--- config.mk ---
export PLATFORM = sky130hd
export DESIGN_NAME = mem_stage_unit
export DESIGN_NICKNAME = d
export VERILOG_FILES = /design/src/rtl/mem_stage_unit.sv
export SDC_FILE = /design/constraint.sdc
export NUM_CORES = 1
export LEC_CHECK = 0
export ABC_AREA = 1
export CAP_MARGIN = 20
export CORE_AREA = 2 2 133 135
export DETAILED_ROUTE_END_ITERATION = 7
export DIE_AREA = 0 0 135 137
export GPL_ROUTABILITY_DRIVEN = 0
export PLACE_DENSITY = 0.68
export SKIP_LAST_GASP = 1
export SYNTH_ARGS = -nofsm -noshare
export SYNTH_HDL_FRONTEND = slang
export SYNTH_SLANG_ARGS = --single-unit
--- constraint.sdc ---
create_clock -name CLK_i -period 9.16 [get_ports CLK_i]
set_clock_uncertainty 0.2 [all_clocks]
set_input_delay 2.748 -clock CLK_i [delete_from_list [all_inputs] [get_ports CLK_i]]
set_output_delay 2.748 -clock CLK_i [all_outputs]
set_load 0.03 [all_outputs]
--- src/rtl/mem_stage_unit.sv ---
// MEM pipeline stage: data-memory handshake, upstream stall, branch resolve, MEM/WB register.
// Optional wait-state timeout with sticky error when MEM_TIMEOUT_EN is defined.
module mem_stage_unit #(
    parameter int DATA_W      = 32,
    parameter int TIMEOUT_CYC = 16
) (
    input  logic              CLK_i,
    input  logic              RST_i,
    input  logic [DATA_W-1:0] PCInst_i,
    input  logic [1:0]        WBackVector_i,
    input  logic              memRead_i,
    input  logic              memWrite_i,
    input  logic              branchBit_i,
    input  logic [DATA_W-1:0] imm_i,
    input  logic [DATA_W-1:0] outALU_i,
    input  logic              aluZero_i,
    input  logic [DATA_W-1:0] dataSrc2_i,
    input  logic [4:0]        regDest_i,
    output logic              dmemReq_o,
    output logic              dmemWe_o,
    output logic [DATA_W-1:0] dmemAddr_o,
    output logic [DATA_W-1:0] dmemWData_o,
    input  logic              dmemAck_i,
    input  logic [DATA_W-1:0] dmemRData_i,
    output logic              stall_o,
    output logic              branchTaken_o,
    output logic [DATA_W-1:0] branchTarget_o,
    output logic [1:0]        WBackVector_o,
    output logic [DATA_W-1:0] memData_o,
    output logic [DATA_W-1:0] aluResult_o,
    output logic [4:0]        regDest_o,
    output logic              memErr_o
);

    typedef enum logic {S_IDLE, S_WAIT} state_t;

    state_t state_q, state_d;
    logic   access;
    logic   abandon;
    logic   unused_imm_msbs;

    assign access      = memRead_i | memWrite_i;
    assign dmemReq_o   = access & ~RST_i;
    assign dmemWe_o    = memWrite_i;
    assign dmemAddr_o  = outALU_i;
    assign dmemWData_o = dataSrc2_i;

    assign branchTaken_o   = branchBit_i & aluZero_i & ~stall_o & ~RST_i;
    assign branchTarget_o  = PCInst_i + {imm_i[DATA_W-3:0], 2'b00};
    assign unused_imm_msbs = ^imm_i[DATA_W-1:DATA_W-2];

`ifdef MEM_TIMEOUT_EN
    localparam int CNT_W = $clog2(TIMEOUT_CYC + 1);

    logic [CNT_W-1:0] cnt_q, cnt_d;
    logic             err_q, err_d;
`else
    logic unused_timeout_cfg;
    assign unused_timeout_cfg = (TIMEOUT_CYC > 0);
`endif

    always_comb begin
        state_d = state_q;
        abandon = 1'b0;
`ifdef MEM_TIMEOUT_EN
        err_d   = err_q;
`endif
        case (state_q)
            S_IDLE: begin
                if (access && !dmemAck_i) state_d = S_WAIT;
            end
            S_WAIT: begin
`ifdef MEM_TIMEOUT_EN
                // the IDLE entry cycle is the first wait cycle, so WAIT holds TIMEOUT_CYC-1 more
                if (access && !dmemAck_i && cnt_q == CNT_W'(TIMEOUT_CYC - 1)) abandon = 1'b1;
`endif
                if (!access || dmemAck_i || abandon) state_d = S_IDLE;
            end
            default: state_d = S_IDLE;
        endcase
        stall_o = access & ~dmemAck_i & ~abandon & ~RST_i;
`ifdef MEM_TIMEOUT_EN
        cnt_d = (state_q == S_WAIT && state_d == S_WAIT) ? cnt_q + CNT_W'(1) : '0;
        if (abandon) err_d = 1'b1;
`endif
    end

    always_ff @(posedge CLK_i or posedge RST_i) begin
        if (RST_i) begin
            state_q <= S_IDLE;
        end else begin
            state_q <= state_d;
        end
    end

`ifdef MEM_TIMEOUT_EN
    always_ff @(posedge CLK_i or posedge RST_i) begin
        if (RST_i) begin
            cnt_q <= '0;
            err_q <= 1'b0;
        end else begin
            cnt_q <= cnt_d;
            err_q <= err_d;
        end
    end
    assign memErr_o = err_q;
`else
    assign memErr_o = 1'b0;
`endif

    // A stalled instruction leaves a bubble so write-back never sees it twice.
    always_ff @(posedge CLK_i or posedge RST_i) begin
        if (RST_i) begin
            WBackVector_o <= '0;
            memData_o     <= '0;
            aluResult_o   <= '0;
            regDest_o     <= '0;
        end else if (stall_o) begin
            WBackVector_o <= '0;
            memData_o     <= '0;
            aluResult_o   <= '0;
            regDest_o     <= '0;
        end else begin
            WBackVector_o <= WBackVector_i;
            memData_o     <= (memRead_i && !memWrite_i && dmemAck_i) ? dmemRData_i : '0;
            aluResult_o   <= outALU_i;
            regDest_o     <= regDest_i;
        end
    end

endmodule
# Yosys cells after proc, flatten, opt, wreduce, memory -nomap -nowiden
# Cells that the tools add are included.
dict set report op_classes {
  bitwise 10
  mux 5
  addsub 1
  n_reduce_logical 3
}
# cell count
set ops {}
lappend ops {{$mux 32} 3}
lappend ops {{$add 32x32->32} 1}
lappend ops {{$and 1x1->1} 6}
lappend ops {{$mux 5} 1}
lappend ops {{$not 1->1} 3}
lappend ops {{$logic_and 1x1->1} 2}
lappend ops {{$mux 2} 1}
lappend ops {{$logic_not 1->1} 1}
lappend ops {{$or 1x1->1} 1}
dict set report word_totals {
  in_bits 174
  wordCells 23
  register_bits 71
}

# Depth between registers and ports, before layout
# Gate-level depths: netlist of run 1.
dict set report depth {
  word_depth 6
  depth_mapped 12
  ltp_nobuf 12
}

# Least setup slack after synthesis of run 1
# No wires, ideal clock.
dict set report synth_path {
  path_kind {input port to output port}
  startpoint {input port RST_i}
  endpoint {output port branchTaken_o}
  path_slack_ns 1.516
  n_path_buf 0
  arrival_ns 4.696
  path_stages 3
  cell_sequence {inv_1 nand4_1 inv_1}
}
dict set report synth_between {
  elab_chain_cells 5
}
# item line_no
set synth_rtl {}
lappend synth_rtl {{start, declared} 8} ;# input logic RST_i,
lappend synth_rtl {{$not 1->1 *} {48, 81}}
lappend synth_rtl {{$and 1x1->1} 81} ;# stall_o = access & ~dmemAck_i & ~abandon & ~RST_i;
lappend synth_rtl {{$not 1->1} 48} ;# assign branchTaken_o = branchBit_i & aluZero_i & ~stall_o & ~RST_i;
lappend synth_rtl {{$and 1x1->1} 48}
lappend synth_rtl {{$and 1x1->1 *} 48}
lappend synth_rtl {{end, declared} 26} ;# output logic branchTaken_o,
# Mark *: on every way between the ends. The rest lies on a longest branch, timed or not.

# Final worst setup path of run 1
dict set report layout_path {
  startpoint {input port PCInst_i[2]}
  endpoint {output port branchTarget_o[10]}
}
dict set report layout_between {
  elab_chain_cells 1
}
# item line_no
set layout_rtl {}
lappend layout_rtl {{start, declared} 9} ;# input logic [DATA_W-1:0] PCInst_i,
lappend layout_rtl {{$add 32x32->32} 49} ;# assign branchTarget_o = PCInst_i + {imm_i[DATA_W-3:0], 2'b00};
lappend layout_rtl {{end, declared} 27} ;# output logic [DATA_W-1:0] branchTarget_o,
# No other way between the ends.

==> results of run 1 <==
state kept, by name, summed over array words and instances, names as in the netlist:
name,cells
WBackVector_o,2
aluResult_o,32
regDest_o,5
memData_o,32
cells in the final DEF (no fill, tap or decap), types with 5 or more instances in the layout:
cell             instances
clkdlybuf4s50_1        274
nand2_1                215
inv_1                  164
dfrtp_1                 71
nor2_1                  71
ha_1                    29
nand3_1                 24
nand2_2                 17
a21oi_1                 17
xor2_1                  11
clkbuf_16                9
nor2_2                   7
nand4_1                  6
nand3_2                  5
final timing paths:
kind | start | to | slack [ns] | cells after the start
worst max-delay path | PCInst_i[2] | branchTarget_o[10] | 0.74 | 11
worst min-delay path | dmemRData_i[9] | memData_o[9] | 2.74 | 3
max in group asynchronous | RST_i | aluResult_o[19] | 5.29 | 3
min in group asynchronous | RST_i | aluResult_o[0] | 2.89 | 3
logic make-up after synthesis:
group / after synthesis
flip-flops: 71
XOR/XNOR: 15
other: 1
buffers and inverters: 243
AO/OA/AOI/OAI: 29
adder cells (fa/ha/maj): 30
AND/OR/NAND/NOR: 352
worst max-delay path, cell delays in order:
cell and delay [ns]:
clkdlybuf4s50_1 0.46, ha_1 0.21, inv_1 0.07, fa_1 0.46, inv_1 0.11, nand3_1 0.07
nand3_1 0.15, nand2_1 0.10, nand2_1 0.13, xor2_1 0.24, clkdlybuf4s50_1 0.73
power groups by stage:
stage	combinational (mW)	clock, mW	sequential [mW]
finish	0.444	0.389	0.332
global route	0.479	0.417	0.334
CTS	0.448	0.404	0.332
detailed placement	0.445	0	0.338
global placement	0.443	0	0.338
floorplan	0.249	0	0.370
metrics by stage:
| step | setup slack (ns) | total power, mW | cell area [um2] |
|---|---|---|---|
| 2_1_floorplan | 1.52 | 0.619 | 5140 |
| 3_3_place_gp | 0.737 | 0.781 | 7640 |
| 3_5_place_dp | 0.733 | 0.783 | 7670 |
| 4_1_cts | 0.725 | 1.18 | 8010 |
| 5_1_grt | 0.571 | 1.23 | 8010 |
| 6_report | 0.739 | 1.16 | 8010 |
routing by layer:
layer  vias up  GRT usage [%]
li1       2532              -
met1      2198           17.9
met2       200           30.3
met3        41           4.33
met4         0           5.73
met5         -              0
layout make-up:
type	count	area [um2]
well taps	225	282
fillers	1717	9050
clock inverters	6	109
multi-input cells	427	2190
clock buffers	10	229
flip-flops and latches	71	1780
inverters	168	631
repair buffers	277	2790
==> impl_metrics.toml, run 1 <==
[layout]
final_util_pct = 46.9
final_cells = 1184
final_nets = 1158
area_growth_pct = 55.7
diodes = 0
final_layout_size_suffix_gt1_share_pct = 6.36

[detailed_routing]
ant_nets = 0
top_layer = "met4"
wl_um = 15500
drt-met1-wl_um = 5940
num_vias = 4971
wl_per_cell_um = 13.1
firstDrtPassIters = 4
post-route-drc-count = 0
wl_met3_um = 1380
vias_per_cell = 4.20
met2_length_um = 7810
first_iter_violations = 96

[timing]
max_slew.worst_pin.slew_ns = 0.894
fmax_mhz = 119
rsz0062_at_grt = "false"
period_needed_ns = 8.42
timing.hold.ws_ns = 2.74
tns_ns = 0
min_period_over_period_pct = 91.9
drv_slew = 0
hold_viol = 0
finalSetupViolations = 0
timing.slew.headroom_pct = 40.4

[clock_network]
cts_made_buffers = 9
cts_max_path_buffers = 2
cts_resized = 0
cts.sinks = 71
postCtsHoldBufs = 0
cts_tree = "built"
clockRootBuffer = "clkbuf_16"
cts_max_level = 3
postCtsSetupRepairBufs = 0
clk_transition_reported_paths_ns = 0.06

[power]
p_comb_share_pct = 38.1
ir_worst_vdd_mv = 0.0874
power_frac_seq_pct = 28.5
p_per_area_nw_per_um2 = 145
p_sw_uw = 381
p_leak_nw = 4.31
switching_share_pct = 32.7
pwr-share-clk_pct = 33.4
internal-power_uw = 784

[die]
dieArea_um2 = 18500
dieHeight_um = 137
rows = 48
pin_count = 346
start_util_pct = 30.1
fp.coreArea_um2 = 17100
die_w_um = 135

[synth]
synth.most_common_cell = "nand2_1"
yosys_warnings = 0
syn_area_per_cell_um2 = 6.94
synth-simple-area-share_pct = 29.1
synth_ff_type = "dfrtp_1"
synthAdderAreaFrac_pct = 7.45
synth_edf_count = 0
yosys.area_share.xor_xnor_pct = 2.56
synthCells = 741
syn_area_um2 = 5140
synth_cell_types = 29
synth_top_cell_area_share_pct = 34.6
synth-seq-cells = 71
async_flop_share_pct = 100
synth_common_cells = "nand2_1 (215), inv_1 (165), dfrtp_1 (71), nor2_1 (71), buf_4 (68)"
synthMuxAreaShare_pct = 0
yosysSeqAreaShare_pct = 34.6
synth_top_area_cell = "dfrtp_1"
netlist_top_cells_area = "dfrtp_1 (35%), nand2_1 (16%), inv_1 (12%), buf_4 (9.9%), ha_1 (7.1%)"
syn_nets = 945
synth_top_family_by_area = "simple AND/OR/NAND/NOR gates"
synth_compound_area_share_pct = 3.53

[setup_path]
end_kind = "output port"
cp.arrival_ns = 5.47
cp_max_fo = 4
path_class = "input port to output port"
startpoint_type = "input port"
worstPathRequired_ns = 6.21

[global_route]
grt_pass1_wl_um = 23600
gr-usage-all-layers_pct = 16.3
grt_pass1_vias = 4942
grt_max_degree = 72
overflow = 0
antenna_found_initial = 0

[place]
dp.cells = 1168
dp_hpwl_um = 13100
io_buffers = 274

[run]
drv_cap = 0

[hold_path]
hold_class = "input port to flip-flop"

[outcome]
status = "complete, no violations"
(Power assumes the default switching activity.)
==> inputs of run 2 (changes only) <==
CORE_AREA = 5 5 132 134   (was 2 2 133 135)
DIE_AREA = 0 0 137 139   (was 0 0 135 137)
PLACE_DENSITY = 0.72   (was 0.68)
==> impl_metrics.toml, run 2 (same netlist as run 1, synthesis figures left out) <==
[outcome]
status = "complete, no violations"

[setup_path]
critical_path.cell_chain = "clkdlybuf4s50_1 -> ha_1 -> inv_1 -> fa_1 -> inv_1 -> nand3_1 -> nand3_1 -> nand2_1 -> nand2_1 -> nand2_1 -> nand3_1 -> nand2_1 -> nand2_1 -> clkdlybuf4s50_1"
end_kind = "output port"
slowest_delay_ns = 0.69
cp_num_buf_inv = 4
crit_family = "buffers and inverters"
worstPathRequired_ns = 6.21
cp_common_cell = "nand2_1"
path_class = "input port to output port"
crit_path_top_delay_cell = "clkdlybuf4s50_1"
cp.arrival_ns = 5.45
cp_max_fo = 4
startpoint_type = "input port"

[layout]
multi_input_area_um2 = 2190
diodes = 0
top_regs = "aluResult_o x32, memData_o x32, regDest_o x5"
final_layout_size_suffix_gt1_share_pct = 6.47
final_nets = 1158
seqCellArea_um2 = 1780
layout_commonest_cell = "clkdlybuf4s50_1"
final_cell_mix = "clkdlybuf4s50_1 (274), nand2_1 (215), inv_1 (164), dfrtp_1 (71), nor2_1 (71)"
final_cells = 1179
fillers = 1556
area_growth_pct = 55.5

[global_route]
gr-usage-all-layers_pct = 16.3
antenna_found_initial = 0
grt_pass1_wl_um = 24600
grt_max_degree = 72
grt_pass1_vias = 4993
overflow = 0

[die]
start_util_pct = 31.8
pin_count = 346
dieHeight_um = 139
fp.coreArea_um2 = 16200
rows = 47
die_w_um = 137
dieArea_um2 = 19000

[timing]
hold_viol = 0
tns_ns = 0
timing.slew.headroom_pct = 39.3
rsz0062_at_grt = "false"
period_needed_ns = 8.40
finalSetupViolations = 0
fmax_mhz = 119
max_slew.worst_pin.slew_ns = 0.911
min_period_over_period_pct = 91.7
drv_slew = 0

[place]
dp.cells = 1163
io_buffers = 274
dp_hpwl_um = 13500

[clock_network]
cts_max_level = 3
cts_tree = "built"
postCtsSetupRepairBufs = 0
cts_resized = 0
clockRootBuffer = "clkbuf_16"
clk_transition_reported_paths_ns = 0.06
postCtsHoldBufs = 0
cts.sinks = 71
cts_made_buffers = 9
cts_max_path_buffers = 2

[power]
fin_total_pwr_mw = 1.18
ir_worst_vdd_mv = 0.0738
p_leak_nw = 4.31
p_per_area_nw_per_um2 = 148

[detailed_routing]
wl_um = 15900
wl_per_cell_um = 13.5
firstDrtPassIters = 4
first_iter_violations = 134
ant_nets = 0
num_vias = 4953
vias_per_cell = 4.20
post-route-drc-count = 0

[hold_path]
hold_class = "input port to flip-flop"

[run]
drv_cap = 0
## run 2: cell count changes in the layout (fill, tap and decap cells not counted), sizes merged
cell      delta
clkinv       -3
inv          +2
clkinvlp     +1
## run 2: tightest hold or removal path, stage by stage
cell and delay [ns]:
clkdlybuf4s50_1 0.39, inv_1 0.05, nor2_1 0.04
## run 2: worst paths after layout
check / slack, ns / start / depth (start not counted) / to
min in group asynchronous: 2.98 / RST_i / 3 / regDest_o[0]
max: 0.76 / PCInst_i[2] / 14 / branchTarget_o[26]
max in group asynchronous: 5.18 / RST_i / 3 / aluResult_o[1]
min: 2.74 / dmemRData_i[25] / 3 / memData_o[25]
## run 2: per-layer routing
metal / GRT usage (%) / wire length, um / up-vias
li1: - / - / 2540
met1: 17.3 / 5860 / 2159
met2: 30.0 / 7930 / 219
met3: 5.66 / 1810 / 35
met4: 4.41 / 353 / 0
met5: 0 / 0 / -
## run 2: cell type report
cell class | instances | share of cell area, %
inverters | 168 | 7.89
well taps | 220 | 3.44
clock inverters | 6 | 1.44
repair buffers | 277 | 34.6
clock buffers | 10 | 2.99
flip-flops and latches | 71 | 22.2
multi-input cells | 427 | 27.4
## run 2: per-stage QoR
| step | setup WS, ns | instance area (um2) | hold slack (ns) | util, % |
|---|---|---|---|---|
| floorplan | 1.52 | 5140 | 2.65 | - |
| global placement | 0.758 | 7640 | 3.07 | 47.3 |
| detailed placement | 0.745 | 7640 | 3.07 | 47.3 |
| CTS | 0.744 | 8000 | 2.73 | 49.4 |
| global route | 0.541 | 8000 | 2.73 | 49.4 |
| finish | 0.762 | 8000 | 2.74 | 49.4 |
## run 2: report_power, final
part           leakage (nW)  internal (mW)  switching (mW)  total [mW]
registers             0.912          0.329         0.00385       0.333
logic                  3.22          0.189           0.255       0.444
clock network         0.170          0.275           0.132       0.407
total                  4.31          0.793           0.390        1.18
